==> config.mk <==
export PLATFORM = sky130hd
export DESIGN_NAME = shift_sequencer_flat
export DESIGN_NICKNAME = d
export VERILOG_FILES = /design/src/rtl/shift_sequencer_if.sv /design/src/rtl/shift_sequencer.sv /design/src/flat_wrapper.sv
export SDC_FILE = /design/constraint.sdc
export NUM_CORES = 1
export LEC_CHECK = 0
export ABC_AREA = 1
export BUFFER_PORTS_ARGS = -buffer_cell sky130_fd_sc_hd__buf_2
export CORE_MARGIN = 10
export CORE_UTILIZATION = 40
export CTS_BUF_LIST = sky130_fd_sc_hd__clkbuf_8
export CTS_CLUSTER_SIZE = 30
export DETAILED_ROUTE_END_ITERATION = 8
export GPL_TIMING_DRIVEN = 0
export HOLD_SLACK_MARGIN = 0.02
export PLACE_DENSITY = 0.63
export SYNTH_ARGS = -nofsm -noshare
export SYNTH_HDL_FRONTEND = slang
export SYNTH_SLANG_ARGS = --single-unit
export TNS_END_PERCENT = 100
==> constraint.sdc <==
create_clock -name clk -period 1.35 [get_ports clk]
set_clock_uncertainty 0.2 [all_clocks]
set_input_delay 0.405 -clock clk [delete_from_list [all_inputs] [get_ports clk]]
set_output_delay 0.405 -clock clk [all_outputs]
set_load 0.02 [all_outputs]
==> src/rtl/shift_sequencer_if.sv <==
`default_nettype none
// ============================================================================
// shift_sequencer_if : request/response handshake bundle for shift_sequencer
// Revision 1.0
// ============================================================================
interface shift_sequencer_if #(
    parameter int WIDTH = 4,
    parameter int AMT_W = 3
);
    logic             req_valid;
    logic             req_ready;
    logic [WIDTH-1:0] req_data;
    logic [AMT_W-1:0] req_amt;
    logic             req_dir;
    logic             req_fill;
    logic             req_arith;
    logic             rsp_valid;
    logic             rsp_ready;
    logic [WIDTH-1:0] rsp_data;
    logic             rsp_ovf;

    modport master (
        output req_valid, req_data, req_amt, req_dir, req_fill, req_arith, rsp_ready,
        input  req_ready, rsp_valid, rsp_data, rsp_ovf
    );

    modport slave (
        input  req_valid, req_data, req_amt, req_dir, req_fill, req_arith, rsp_ready,
        output req_ready, rsp_valid, rsp_data, rsp_ovf
    );
endinterface
`default_nettype wire

==> src/rtl/shift_sequencer.sv <==
`default_nettype none
// ============================================================================
// shift_sequencer : multi-pass shift controller around two nBit_Shift units
// (optional abort input enabled by macro SHIFT_SEQ_ABORT_EN). Revision 1.0
// ============================================================================

// Shift field: bit 0 = direction (1 = right), bits WIDTH-2:1 = amount,
// bit WIDTH-1 = fill. OP=1 replicates the sign bit on right shifts.
module nBit_Shift #(
    parameter int WIDTH = 4,
    parameter int OP    = 0
) (
    input  wire logic [WIDTH-1:0] i_a,
    input  wire logic [WIDTH-1:0] i_shift,
    output logic      [WIDTH-1:0] o_y,
    output logic      [WIDTH-1:0] o_ovf
);
    logic [WIDTH-3:0]   w_amt;
    logic               w_dir;
    logic               w_fill;
    logic               w_rfill;
    logic [2*WIDTH-1:0] w_left;
    logic [2*WIDTH-1:0] w_right;
    logic [WIDTH-1:0]   w_vac_left;
    logic [WIDTH-1:0]   w_vac_right;

    assign w_amt  = i_shift[WIDTH-2:1];
    assign w_dir  = i_shift[0];
    assign w_fill = i_shift[WIDTH-1];

    if (OP == 0) begin : g_logical
        assign w_rfill = w_fill;
    end else begin : g_arith
        assign w_rfill = i_a[WIDTH-1];
    end

    // Double-width shifts keep the discarded bits in the other half.
    assign w_left      = {{WIDTH{1'b0}}, i_a} << w_amt;
    assign w_right     = {i_a, {WIDTH{1'b0}}} >> w_amt;
    assign w_vac_left  = ~({WIDTH{1'b1}} << w_amt);
    assign w_vac_right = ~({WIDTH{1'b1}} >> w_amt);

    always_comb begin
        o_y   = w_left[WIDTH-1:0] | (w_vac_left & {WIDTH{w_fill}});
        o_ovf = w_left[2*WIDTH-1:WIDTH];
        if (w_dir) begin
            o_y   = w_right[2*WIDTH-1:WIDTH] | (w_vac_right & {WIDTH{w_rfill}});
            o_ovf = w_right[WIDTH-1:0];
        end
    end
endmodule

module shift_sequencer #(
    parameter int WIDTH    = 4,
    parameter int AMT_W    = 3,
    parameter int STEP_MAX = 1
) (
    input  wire logic         clk,
    input  wire logic         rst_n,
`ifdef SHIFT_SEQ_ABORT_EN
    input  wire logic         abort,
`endif
    shift_sequencer_if.slave  bus
);
    localparam int REM_W = $clog2(WIDTH + 1);

    localparam logic [1:0] c_IDLE = 2'd0;
    localparam logic [1:0] c_RUN  = 2'd1;
    localparam logic [1:0] c_DONE = 2'd2;

    logic [1:0]       r_state_q, w_state_d;
    logic [WIDTH-1:0] r_acc_q,   w_acc_d;
    logic [REM_W-1:0] r_rem_q,   w_rem_d;
    logic             r_ovf_q,   w_ovf_d;
    logic             r_dir_q,   w_dir_d;
    logic             r_fill_q,  w_fill_d;
    logic             r_arith_q, w_arith_d;

    logic [REM_W-1:0] w_amt_clamp;
    logic [REM_W-1:0] w_step;
    logic [WIDTH-1:0] w_field;
    logic [WIDTH-1:0] w_log_y,   w_log_ovf;
    logic [WIDTH-1:0] w_ari_y,   w_ari_ovf;
    logic [WIDTH-1:0] w_pass_y,  w_pass_ovf;

    always_comb begin
        w_amt_clamp = REM_W'(WIDTH);
        if (32'(bus.req_amt) <= 32'(WIDTH)) begin
            w_amt_clamp = REM_W'(bus.req_amt);
        end
        w_step = r_rem_q;
        if (32'(r_rem_q) > 32'(STEP_MAX)) begin
            w_step = REM_W'(STEP_MAX);
        end
    end

    assign w_field = {r_fill_q, (WIDTH-2)'(w_step), r_dir_q};

    nBit_Shift #(.WIDTH(WIDTH), .OP(0)) u_shift_log (
        .i_a     (r_acc_q),
        .i_shift (w_field),
        .o_y     (w_log_y),
        .o_ovf   (w_log_ovf)
    );

    nBit_Shift #(.WIDTH(WIDTH), .OP(1)) u_shift_ari (
        .i_a     (r_acc_q),
        .i_shift (w_field),
        .o_y     (w_ari_y),
        .o_ovf   (w_ari_ovf)
    );

    assign w_pass_y   = r_arith_q ? w_ari_y   : w_log_y;
    assign w_pass_ovf = r_arith_q ? w_ari_ovf : w_log_ovf;

    always_comb begin
        w_state_d = r_state_q;
        w_acc_d   = r_acc_q;
        w_rem_d   = r_rem_q;
        w_ovf_d   = r_ovf_q;
        w_dir_d   = r_dir_q;
        w_fill_d  = r_fill_q;
        w_arith_d = r_arith_q;
        case (r_state_q)
            c_IDLE: begin
                if (bus.req_valid) begin
                    w_acc_d   = bus.req_data;
                    w_dir_d   = bus.req_dir;
                    w_fill_d  = bus.req_fill;
                    w_arith_d = bus.req_arith;
                    w_rem_d   = w_amt_clamp;
                    w_ovf_d   = 1'b0;
                    w_state_d = (w_amt_clamp != '0) ? c_RUN : c_DONE;
                end
            end
            c_RUN: begin
                w_acc_d = w_pass_y;
                w_ovf_d = r_ovf_q | (|w_pass_ovf);
                w_rem_d = r_rem_q - w_step;
                if (r_rem_q == w_step) begin
                    w_state_d = c_DONE;
                end
            end
            c_DONE: begin
                if (bus.rsp_ready) begin
                    w_state_d = c_IDLE;
                end
            end
            default: w_state_d = c_IDLE;
        endcase
`ifdef SHIFT_SEQ_ABORT_EN
        // Abort wins over a completing response handshake.
        if (abort && (r_state_q != c_IDLE)) begin
            w_state_d = c_IDLE;
        end
`endif
    end

    always_ff @(posedge clk or negedge rst_n) begin
        if (!rst_n) begin
            r_state_q <= c_IDLE;
            r_acc_q   <= '0;
            r_rem_q   <= '0;
            r_ovf_q   <= 1'b0;
            r_dir_q   <= 1'b0;
            r_fill_q  <= 1'b0;
            r_arith_q <= 1'b0;
        end else begin
            r_state_q <= w_state_d;
            r_acc_q   <= w_acc_d;
            r_rem_q   <= w_rem_d;
            r_ovf_q   <= w_ovf_d;
            r_dir_q   <= w_dir_d;
            r_fill_q  <= w_fill_d;
            r_arith_q <= w_arith_d;
        end
    end

    assign bus.req_ready = (r_state_q == c_IDLE);
    assign bus.rsp_valid = (r_state_q == c_DONE);
    assign bus.rsp_data  = r_acc_q;
    assign bus.rsp_ovf   = r_ovf_q;
endmodule
`default_nettype wire

==> src/flat_wrapper.sv <==
// flat-port wrapper written by rule: the top's interface ports become plain ports
module shift_sequencer_flat 
#(
    parameter int WIDTH    = 4,
    parameter int AMT_W    = 3,
    parameter int STEP_MAX = 1
)
  (clk, rst_n, bus_req_valid, bus_req_data, bus_req_amt, bus_req_dir, bus_req_fill, bus_req_arith, bus_rsp_ready, bus_req_ready, bus_rsp_valid, bus_rsp_data, bus_rsp_ovf);
  shift_sequencer_if #(.WIDTH(WIDTH), .AMT_W(AMT_W)) bus_i ();
  input  wire logic clk;
  input  wire logic rst_n;
  input wire logic [$bits(bus_i.req_valid)-1:0] bus_req_valid;
  input wire logic [$bits(bus_i.req_data)-1:0] bus_req_data;
  input wire logic [$bits(bus_i.req_amt)-1:0] bus_req_amt;
  input wire logic [$bits(bus_i.req_dir)-1:0] bus_req_dir;
  input wire logic [$bits(bus_i.req_fill)-1:0] bus_req_fill;
  input wire logic [$bits(bus_i.req_arith)-1:0] bus_req_arith;
  input wire logic [$bits(bus_i.rsp_ready)-1:0] bus_rsp_ready;
  output wire logic [$bits(bus_i.req_ready)-1:0] bus_req_ready;
  output wire logic [$bits(bus_i.rsp_valid)-1:0] bus_rsp_valid;
  output wire logic [$bits(bus_i.rsp_data)-1:0] bus_rsp_data;
  output wire logic [$bits(bus_i.rsp_ovf)-1:0] bus_rsp_ovf;
  assign bus_i.req_valid = bus_req_valid;
  assign bus_i.req_data = bus_req_data;
  assign bus_i.req_amt = bus_req_amt;
  assign bus_i.req_dir = bus_req_dir;
  assign bus_i.req_fill = bus_req_fill;
  assign bus_i.req_arith = bus_req_arith;
  assign bus_i.rsp_ready = bus_rsp_ready;
  assign bus_req_ready = bus_i.req_ready;
  assign bus_rsp_valid = bus_i.rsp_valid;
  assign bus_rsp_data = bus_i.rsp_data;
  assign bus_rsp_ovf = bus_i.rsp_ovf;
  shift_sequencer #(.WIDTH(WIDTH), .AMT_W(AMT_W), .STEP_MAX(STEP_MAX)) u_core (.clk(clk), .rst_n(rst_n), .bus(bus_i));
endmodule
==> results summary, run 1 <==
The number of failing setup endpoints in the final timing report came out at 15. The effective utilization at floorplan came out at between 40% and 50%. The power per cell area came out at approximately 2800 nW/um2.

The die is 65.2 um wide. CTS built an H-tree with a depth of 1. The cell depth of the worst hold path came out at 3. The worst-skew pair later-pin latency is 0.24 ns. The pin count of the biggest net entering global routing is 14. The run finished, with violations left.

The sequential share of the synthesized area came out at about 40%. Leaving out fill and tap cells, the most frequent cell in the layout is sky130_fd_sc_hd__nand2_1. The number of antenna violations at the first check in global routing came out at 0. The register bit total from synthesis is 13.

The non-filler instance count after layout is around 180. The path category of the worst min-delay check is in2reg. For the finished layout, the period the worst path requires is 1.55 ns. The detailed-route vias per instance is around 4.7. The final critical-path setup slack came out at -0.203 ns. The post-DP HPWL is 1510 um. The first routing iteration left 32 violations. Synthesis produced 110 cells.

The tree is rooted in a sky130_fd_sc_hd__clkbuf_8. The detailed-routing wirelength on met1 came out at 978 um. The total routing resource utilization after global routing came out at 10.1%. The number of port buffers came out at 20. The length in cells of the worst reg-to-reg path is 8. The via count of the first global-routing pass came out at 809. The number of antenna diodes came out at 0. The last element of the critical path is bus_rsp_valid. The worst register-to-register path ends at u_core.r_state_q[0]$_DFFE_PN0P_. The final count of pins violating max slew is 0. The library cells used most frequently in the layout, excluding fill and tap cells, are 27 x sky130_fd_sc_hd__nand2_1, 15 x sky130_fd_sc_hd__inv_1, 15 x sky130_fd_sc_hd__buf_4.

The global-route wire length before repair came out at about 3500 um. The worst relative slew slack is 79.7%. The per-instance average area after synthesis came out at 7.42 um2. The worst setup path is captured at an output port. The clock-pin slew on the worst setup and hold paths came out at 0.06 ns. The number of vias in the routed layout came out at 851. The number of distinct library cells after synthesis is 21. The post-synth design cell area came out at 816 um2.

STA classifies the critical path startpoint as a flip-flop. The share of the clock period used by the worst path after layout is 115%. The largest voltage drop on the vdd net is 0.00181 V.

The transition time of the tightest slew-check pin is 0.305 ns. For the worst setup path, the data arrival time is between 0.9 and 1 ns. The post-route antenna net violation count is 0. The warning count from the yosys run is 0.

The net count of the mapped netlist came out at roughly 130. In this run the worst setup path begins at u_core.r_state_q[1]$_DFFE_PN0P_. The final reports fail on negative setup slack.

The final routed wire length divided by cell count is 12.2 um. The total die area came out at 4250 um2. The share of post-route cells with drive strength above 1 came out at between 50% and 60%. The maximum clock rate is 644 MHz. The worst setup path is of the reg2out kind. Cells fill 69.8% of the core in the end.

The first detailed-routing pass ran for 4 iterations. Across all register-to-register paths, the minimum setup slack is -0.13 ns. STA puts the critical path data required time at 0.75 ns. The total wire length came out at 2210 um.

The routed length on met2 is 1130 um. The number of endpoints with negative hold slack in the final report came out at 0. The static power due to leakage came out at around 0.00068 uW.

The area growth from synthesis to layout came out at 66.3%. The total number of nets in the final design came out at 171. Measured along the y axis, the die boundary spans 65.2 um. Pin placement for this block handled 21 I/O pins. Detailed routing placed a total of 95 um of wire on met3. After floorplanning, the core was divided into 16 placement rows. In this run the top signal layer used is met4. In the routed design, unresolved DRC markers number 0. The clock tree from TritonCTS is done. The cell count after placement came out at about 160. The minimum hold slack is about 0.16 ns.

Clock tree synthesis inserted a total of 3 buffers. The core area is 1940 um2. The worst flop-to-flop path startpoint is u_core.r_rem_q[1]$_DFFE_PN0P_. The weighted congestion at the end of routability-driven global placement is between 0.7 and 0.8. Setup repair after global routing could not meet its margin everywhere. The maximum net fanout on the critical path came out at 3. The CTS sink count came out at 13.

The final global-route overflow total is 0. In this run the deepest clock path goes through 2 buffers. Max-cap violations in this run came to 0.
## layout make-up
cell class | count | area [um2]
Fill cell | 161 | 586
Timing Repair Buffer | 40 | 312
Multi-Input combinational cell | 78 | 547
Tap cell | 27 | 33.8
Clock buffer | 3 | 41.3
Clock inverter | 1 | 3.75
Sequential cell | 13 | 328
Inverter | 19 | 91.3
## Yosys cell counts
cell | number | area share (%)
sky130_fd_sc_hd__inv_4 | 1 | 0.77
sky130_fd_sc_hd__o21ai_1 | 6 | 3.7
sky130_fd_sc_hd__o21ai_0 | 4 | 2.5
sky130_fd_sc_hd__nand2_2 | 1 | 0.77
sky130_fd_sc_hd__nor2_1 | 7 | 3.2
sky130_fd_sc_hd__o22ai_1 | 1 | 0.77
sky130_fd_sc_hd__o21ai_2 | 1 | 1.1
sky130_fd_sc_hd__nand2_1 | 34 | 16
sky130_fd_sc_hd__and3_1 | 1 | 0.77
sky130_fd_sc_hd__nor2_2 | 2 | 1.5
sky130_fd_sc_hd__nor2_4 | 2 | 2.8
sky130_fd_sc_hd__a21oi_1 | 3 | 1.8
sky130_fd_sc_hd__nand3_1 | 6 | 3.7
sky130_fd_sc_hd__o221ai_1 | 2 | 2.1
sky130_fd_sc_hd__dfrtp_1 | 13 | 40
sky130_fd_sc_hd__ha_1 | 2 | 3.1
sky130_fd_sc_hd__xnor2_1 | 1 | 1.1
sky130_fd_sc_hd__inv_2 | 3 | 1.4
sky130_fd_sc_hd__inv_1 | 15 | 6.9
sky130_fd_sc_hd__a21oi_2 | 1 | 1.1
sky130_fd_sc_hd__nand2_4 | 4 | 5.5
## logic make-up (layout without fill, tap and decap cells)
| logic type | after synthesis | after routing | synth area share (%) |
|---|---|---|---|
| AOI/OAI and AO/OA | 18 | 18 | 13.0 |
| DFF | 13 | 13 | 39.9 |
| and+or+nand+nor | 57 | 57 | 33.9 |
| xor gates and xnor gates | 1 | 1 | 1.07 |
| buffers and inverters | 19 | 63 | 9.05 |
| adders and majority gates | 2 | 2 | 3.07 |
## what timing repair did
action                                  in CTS  in global routing
gates resized for setup                     28                 23
pin swaps                                    6                  7
endpoints found under the setup margin      13                 19
cloned                                       0                  0
hold buffers                                 1                  0
setup buffers                               12                  7
endpoints found under the hold margin       13                  0
## report_power, final
| group | internal [uW] | total, uW | switching, uW | leakage [uW] |
|---|---|---|---|---|
| combinational | 1270 | 2670 | 1400 | 0.000494 |
| sequential | 600 | 790 | 191 | 0.000156 |
| clock | 201 | 352 | 151 | 0.0000269 |
## worst min path at each step
| stage | endpoint | slack [ns] | from |
|---|---|---|---|
| finish | u_core.r_fill_q$_DFFE_PN0P_ | 0.16 | bus_req_fill |
| global route | u_core.r_dir_q$_DFFE_PN0P_ | 0.19 | bus_req_dir |
| CTS | u_core.r_fill_q$_DFFE_PN0P_ | 0.16 | bus_req_fill |
| detailed placement | u_core.r_state_q[1]$_DFFE_PN0P_ | 0.12 | rst_n |
| global placement | u_core.r_state_q[1]$_DFFE_PN0P_ | 0.12 | rst_n |
| floorplan | u_core.bus.rsp_data[0]$_DFFE_PN0P_ | -0.09 | rst_n |
## through the flow
| stage | worst slack (ns) | power (uW) | instance area, um2 | TNS [ns] |
|---|---|---|---|---|
| after floorplan | -0.0483 | 1970 | 833 | -0.0755 |
| after global placement | -0.150 | 2320 | 967 | -0.441 |
| after detailed placement | -0.153 | 2340 | 967 | -0.518 |
| after CTS | -0.210 | 3280 | 1210 | -1.03 |
| after global routing | -0.264 | 4110 | 1360 | -1.90 |
| final | -0.203 | 3810 | 1360 | -1.04 |
## worst max-delay path, stage by stage (launching register included)
cell,delay (ns)
sky130_fd_sc_hd__dfrtp_1,0.42
sky130_fd_sc_hd__inv_2,0.07
sky130_fd_sc_hd__nor2_4,0.10
sky130_fd_sc_hd__buf_6,0.12
## sequential cells by signal, summed over array words and instances (netlist names)
name                 flops
u_core.r_fill_q          1
u_core.r_dir_q           1
u_core.r_state_q         2
u_core.bus.rsp_ovf       1
u_core.r_rem_q           3
u_core.r_arith_q         1
u_core.bus.rsp_data      4
## per-layer routing
metal	global-route usage (%)	up-vias
met1	11.6	392
li1	-	435
met4	3.21	0
met2	17.6	22
met5	0	-
met3	2.88	2
No activity file was read; power rests on OpenSTA's default activity.
==> run 2: changes to the inputs <==
ABC_AREA = not set   (was 1)
CORE_ASPECT_RATIO = 0.6   (was not set)
CORE_MARGIN = not set   (was 10)
PLACE_DENSITY = 0.59   (was 0.63)
SYNTH_HIERARCHICAL = 1   (was not set)
==> results summary, run 2 <==
The cell count after placement is 231 (+47%). The number of failing setup endpoints in the final timing report is 20 (+5). The maximum clock rate came out at 412 MHz (-36%). The worst hold path begins at bus_req_arith. The post-DP HPWL came to 2640 um (+75%).

The static power due to leakage is 0.000906 uW (+34%). The timing startpoint of the critical path is u_core/r_rem_q[0]$_DFFE_PN0P_. The largest voltage drop on the vdd net came to 0.00144 V (-20%). The fraction of met1 tracks used by global routing came out at 30.7% (+19 points). The number of antenna violations at the first check in global routing is 0 (unchanged).

The die height came out at 47.5 um (-27%). The worst setup path is of the reg2reg kind. The transition time of the tightest slew-check pin is 0.518 ns (+0.213 ns). The worst hold endpoint is u_core/r_arith_q$_DFFE_PN0P_.

The worst path required time was 1.29 ns (+0.54 ns). The share of the clock period used by the worst path after layout came out at 180% (+65 points). The level count of the clock H-tree is 1 (unchanged). The final critical-path setup slack is -1.08 ns (-0.873 ns). The total die area came out at 3700 um2 (-13%). Setup repair after global routing could not meet its margin everywhere.

The number of port buffers is 19 (-5.0%). The horizontal extent of the die is 77.8 um (+19%). The final routed wire length divided by cell count came out at 16.5 um (+35%).

The per-instance average area after synthesis is 8.57 um2 (+16%). The met2 track utilization from global routing is 33.5% (+16 points). The I/O pin total is 21 (unchanged).

The final global-route overflow total came out at 0 (unchanged). By area the synthesized netlist is led by sky130_fd_sc_hd__dfrtp_1 24%, sky130_fd_sc_hd__mux4_2 8.2%, sky130_fd_sc_hd__mux2i_1 6.5%. The number of antenna diodes is 0 (unchanged).

The layer flagged by global routing as most heavily used is met2. The checks that failed: negative setup slack. The cell depth of the worst hold path came out at 2 (-1). The count of TritonRoute iterations in the first routing pass is 5 (+1). The worst-skew pair later-pin latency was 0.24 ns (about the same). The warning count from the yosys run is 6 (+6). The min-delay analysis places its worst path in the category in2reg.

The async set-reset flop share out of synthesis came to 100% (unchanged). The number of vias in the routed layout came out at 1377 (+62%). The area share of the largest cell type after synthesis came out at 23.6% (-16 points). Broken down by cell family, the worst path's largest delay share belongs to multiplexers.

The gate count of the mapped netlist was 161 (+46%). The total wire length came to 4180 um (+89%). The length in cells of the worst reg-to-reg path was 7 (-1). The library cell contributing the largest single delay on the critical path is sky130_fd_sc_hd__mux4_2. The worst register-to-register path ends at u_core/bus.rsp_data[1]$_DFFE_PN0P_.

The dominant cell type by area after synthesis is sky130_fd_sc_hd__dfrtp_1. The clock-pin slew on the worst setup and hold paths came out at 0.06 ns (about the same). The total number of nets in the final design is 224 (+31%). Walking the worst path, the cells encountered are or3_4 -> buf_6 -> mux2_4 -> mux4_2 -> mux2i_1 -> a211oi_1 -> a21o_1. The area growth from synthesis to layout is 43.2%. The arrival time of data at the critical path endpoint is 2.36 ns (+1.41 ns). The biggest cell delay along the critical path is 0.46 ns (+0.04 ns). The share of post-route cells with drive strength above 1 was 41.8% (-8.8 points).

The detailed-route vias per instance came out at 5.44 (+16%). The worst flop-to-flop path startpoint is u_core/r_rem_q[0]$_DFFE_PN0P_. The global-route wire length before repair is 5800 um (+67%). The number of endpoints with negative hold slack in the final report is 0 (unchanged). The filler cell count came out at 301 (+87%).

The non-filler instance count after layout is 253 (+40%). Leaving out fill and tap cells, the most frequent cell in the layout is sky130_fd_sc_hd__buf_2. The number of core rows came out at 16 (unchanged). TritonCTS built the clock tree. In the layout the commonest cells are 19 x sky130_fd_sc_hd__buf_2, 13 x sky130_fd_sc_hd__buf_6, 13 x sky130_fd_sc_hd__nand2_1, 13 x sky130_fd_sc_hd__a21oi_1, 13 x sky130_fd_sc_hd__dfrtp_1. The final standard cell utilization of the core was 60.2% (-9.7 points). The clock tree buffer depth came out at 2 (unchanged). The clock root buffer is sky130_fd_sc_hd__clkbuf_8. The post-synth design cell area came out at 1380 um2 (+69%).

The post-route antenna net violation count is 0 (unchanged). The number of enable flip-flop cells after synthesis came out at 0 (unchanged). The core area is 3280 um2 (+69%). The number of flip-flops in the largest register came out at 4 (unchanged). The total routing resource utilization after global routing came out at 21.2% (+11 points).

The weighted congestion at the end of routability-driven global placement is 0.772 (+4.6%). The worst setup path is captured at a flip-flop. The via count of the first global-routing pass came out at 1154 (+43%). The register bit total from synthesis came out at 13 (unchanged). The worst-case setup slack after placement is -1.18 ns (-1.03 ns). The total DRC errors in the routed layout is 0 (unchanged). The final count of pins violating max slew is 0 (unchanged). The combined buffer and inverter count along the critical path was 1 (-1). In the post-synthesis netlist, the cell with the most instances is sky130_fd_sc_hd__a21oi_1. The number of distinct library cells after synthesis came out at 44 (+110%). The minimum clock period is 2.43 ns (+0.873 ns). The pin count of the biggest net entering global routing came out at 16 (+2). The effective utilization at floorplan is 42.0% (about the same). The commonest register cell after synthesis is sky130_fd_sc_hd__dfrtp_1. STA classifies the critical path startpoint as a flip-flop. The sequential share of the synthesized area came to 23.6% (-16 points). The worst relative slew slack came out at 65.5% (-14 points). The number of design-rule violations left by the first detailed-router iteration is 108 (+240%). The CTS sink count is 13 (unchanged). The power per cell area came to 3000 nW/um2 (+6.7%). The count of maximum capacitance violations was 0 (unchanged).

The met3 track demand over resource came to 5.52% (+2.6 points). The commonest cells after synthesis are 16 x sky130_fd_sc_hd__a21oi_1, 13 x sky130_fd_sc_hd__dfrtp_1, 13 x sky130_fd_sc_hd__nand2_1. The register-to-register setup slack was -1.08 ns (-0.95 ns). The maximum net fanout on the critical path came out at 5 (+2). The total CTS buffers is 3 (unchanged). The flow ran to the end, but the final reports show violations.
==> run 2: cell families after synthesis <==
| kind of cell | after synthesis | synth area share, % |
|---|---|---|
| compound gates | 58 | 27.8 |
| simple gates | 45 | 16.7 |
| mux | 22 | 22.6 |
| buf+inv | 21 | 8.16 |
| flops | 13 | 23.6 |
| fa+ha+maj | 1 | 0.906 |
| other cells | 1 | 0.272 |
==> run 2: layer usage <==
metal / up-vias / wire (um) / part of all wire, %
li1: 682 / - / -
met1: 660 / 2020 / 48
met2: 33 / 1960 / 47
met3: 2 / 183 / 4.4
met4: 0 / 17 / 0.41
met5: - / 0 / 0
==> run 2: final cells by class <==
type	instances	area (um2)	area share, %
Buffer	12	123	6.21
Clock buffer	3	41.3	2.09
Clock inverter	1	3.75	0.190
Inverter	9	33.8	1.71
Multi-Input combinational cell	133	1100	55.9
Sequential cell	13	325	16.5
Tap cell	45	56.3	2.85
Timing Repair Buffer	37	289	14.6
==> run 2: power by group <==
part,switching (uW),total [uW],internal [uW]
sequential,401,1000,603
clock,139,340,200
combinational,2140,4580,2430
total,2690,5920,3240
==> run 2: what timing repair did <==
action | CTS | global route
pin swaps | 11 | 19
buffers inserted | 14 | 3
hold buffers | 1 | 0
setup endpoints to repair | 19 | 20
hold endpoints to repair | 13 | 0
gates resized for setup | 16 | 30
==> run 2: per-stage QoR <==
stage          hold WS [ns]  TNS, ns  power (uW)  area [um2]
2_1_floorplan       -0.0906    -4.50        3570        1450
3_3_place_gp          0.103    -6.62        4230        1600
3_5_place_dp          0.113    -6.84        4320        1600
4_1_cts               0.193    -8.87        5210        1820
5_1_grt               0.188    -9.59        6320        1980
6_report              0.197    -8.51        5920        1980
==> run 2: worst max path at each step <==
stage / depth (start not counted) / endpoint
4_1_cts: 9 / u_core/bus.rsp_ovf$_DFFE_PN0P_
2_1_floorplan: 9 / u_core/bus.rsp_ovf$_DFFE_PN0P_
3_3_place_gp: 9 / u_core/bus.rsp_ovf$_DFFE_PN0P_
3_5_place_dp: 9 / u_core/bus.rsp_ovf$_DFFE_PN0P_
5_1_grt: 8 / u_core/bus.rsp_ovf$_DFFE_PN0P_
6_report: 7 / u_core/bus.rsp_data[1]$_DFFE_PN0P_
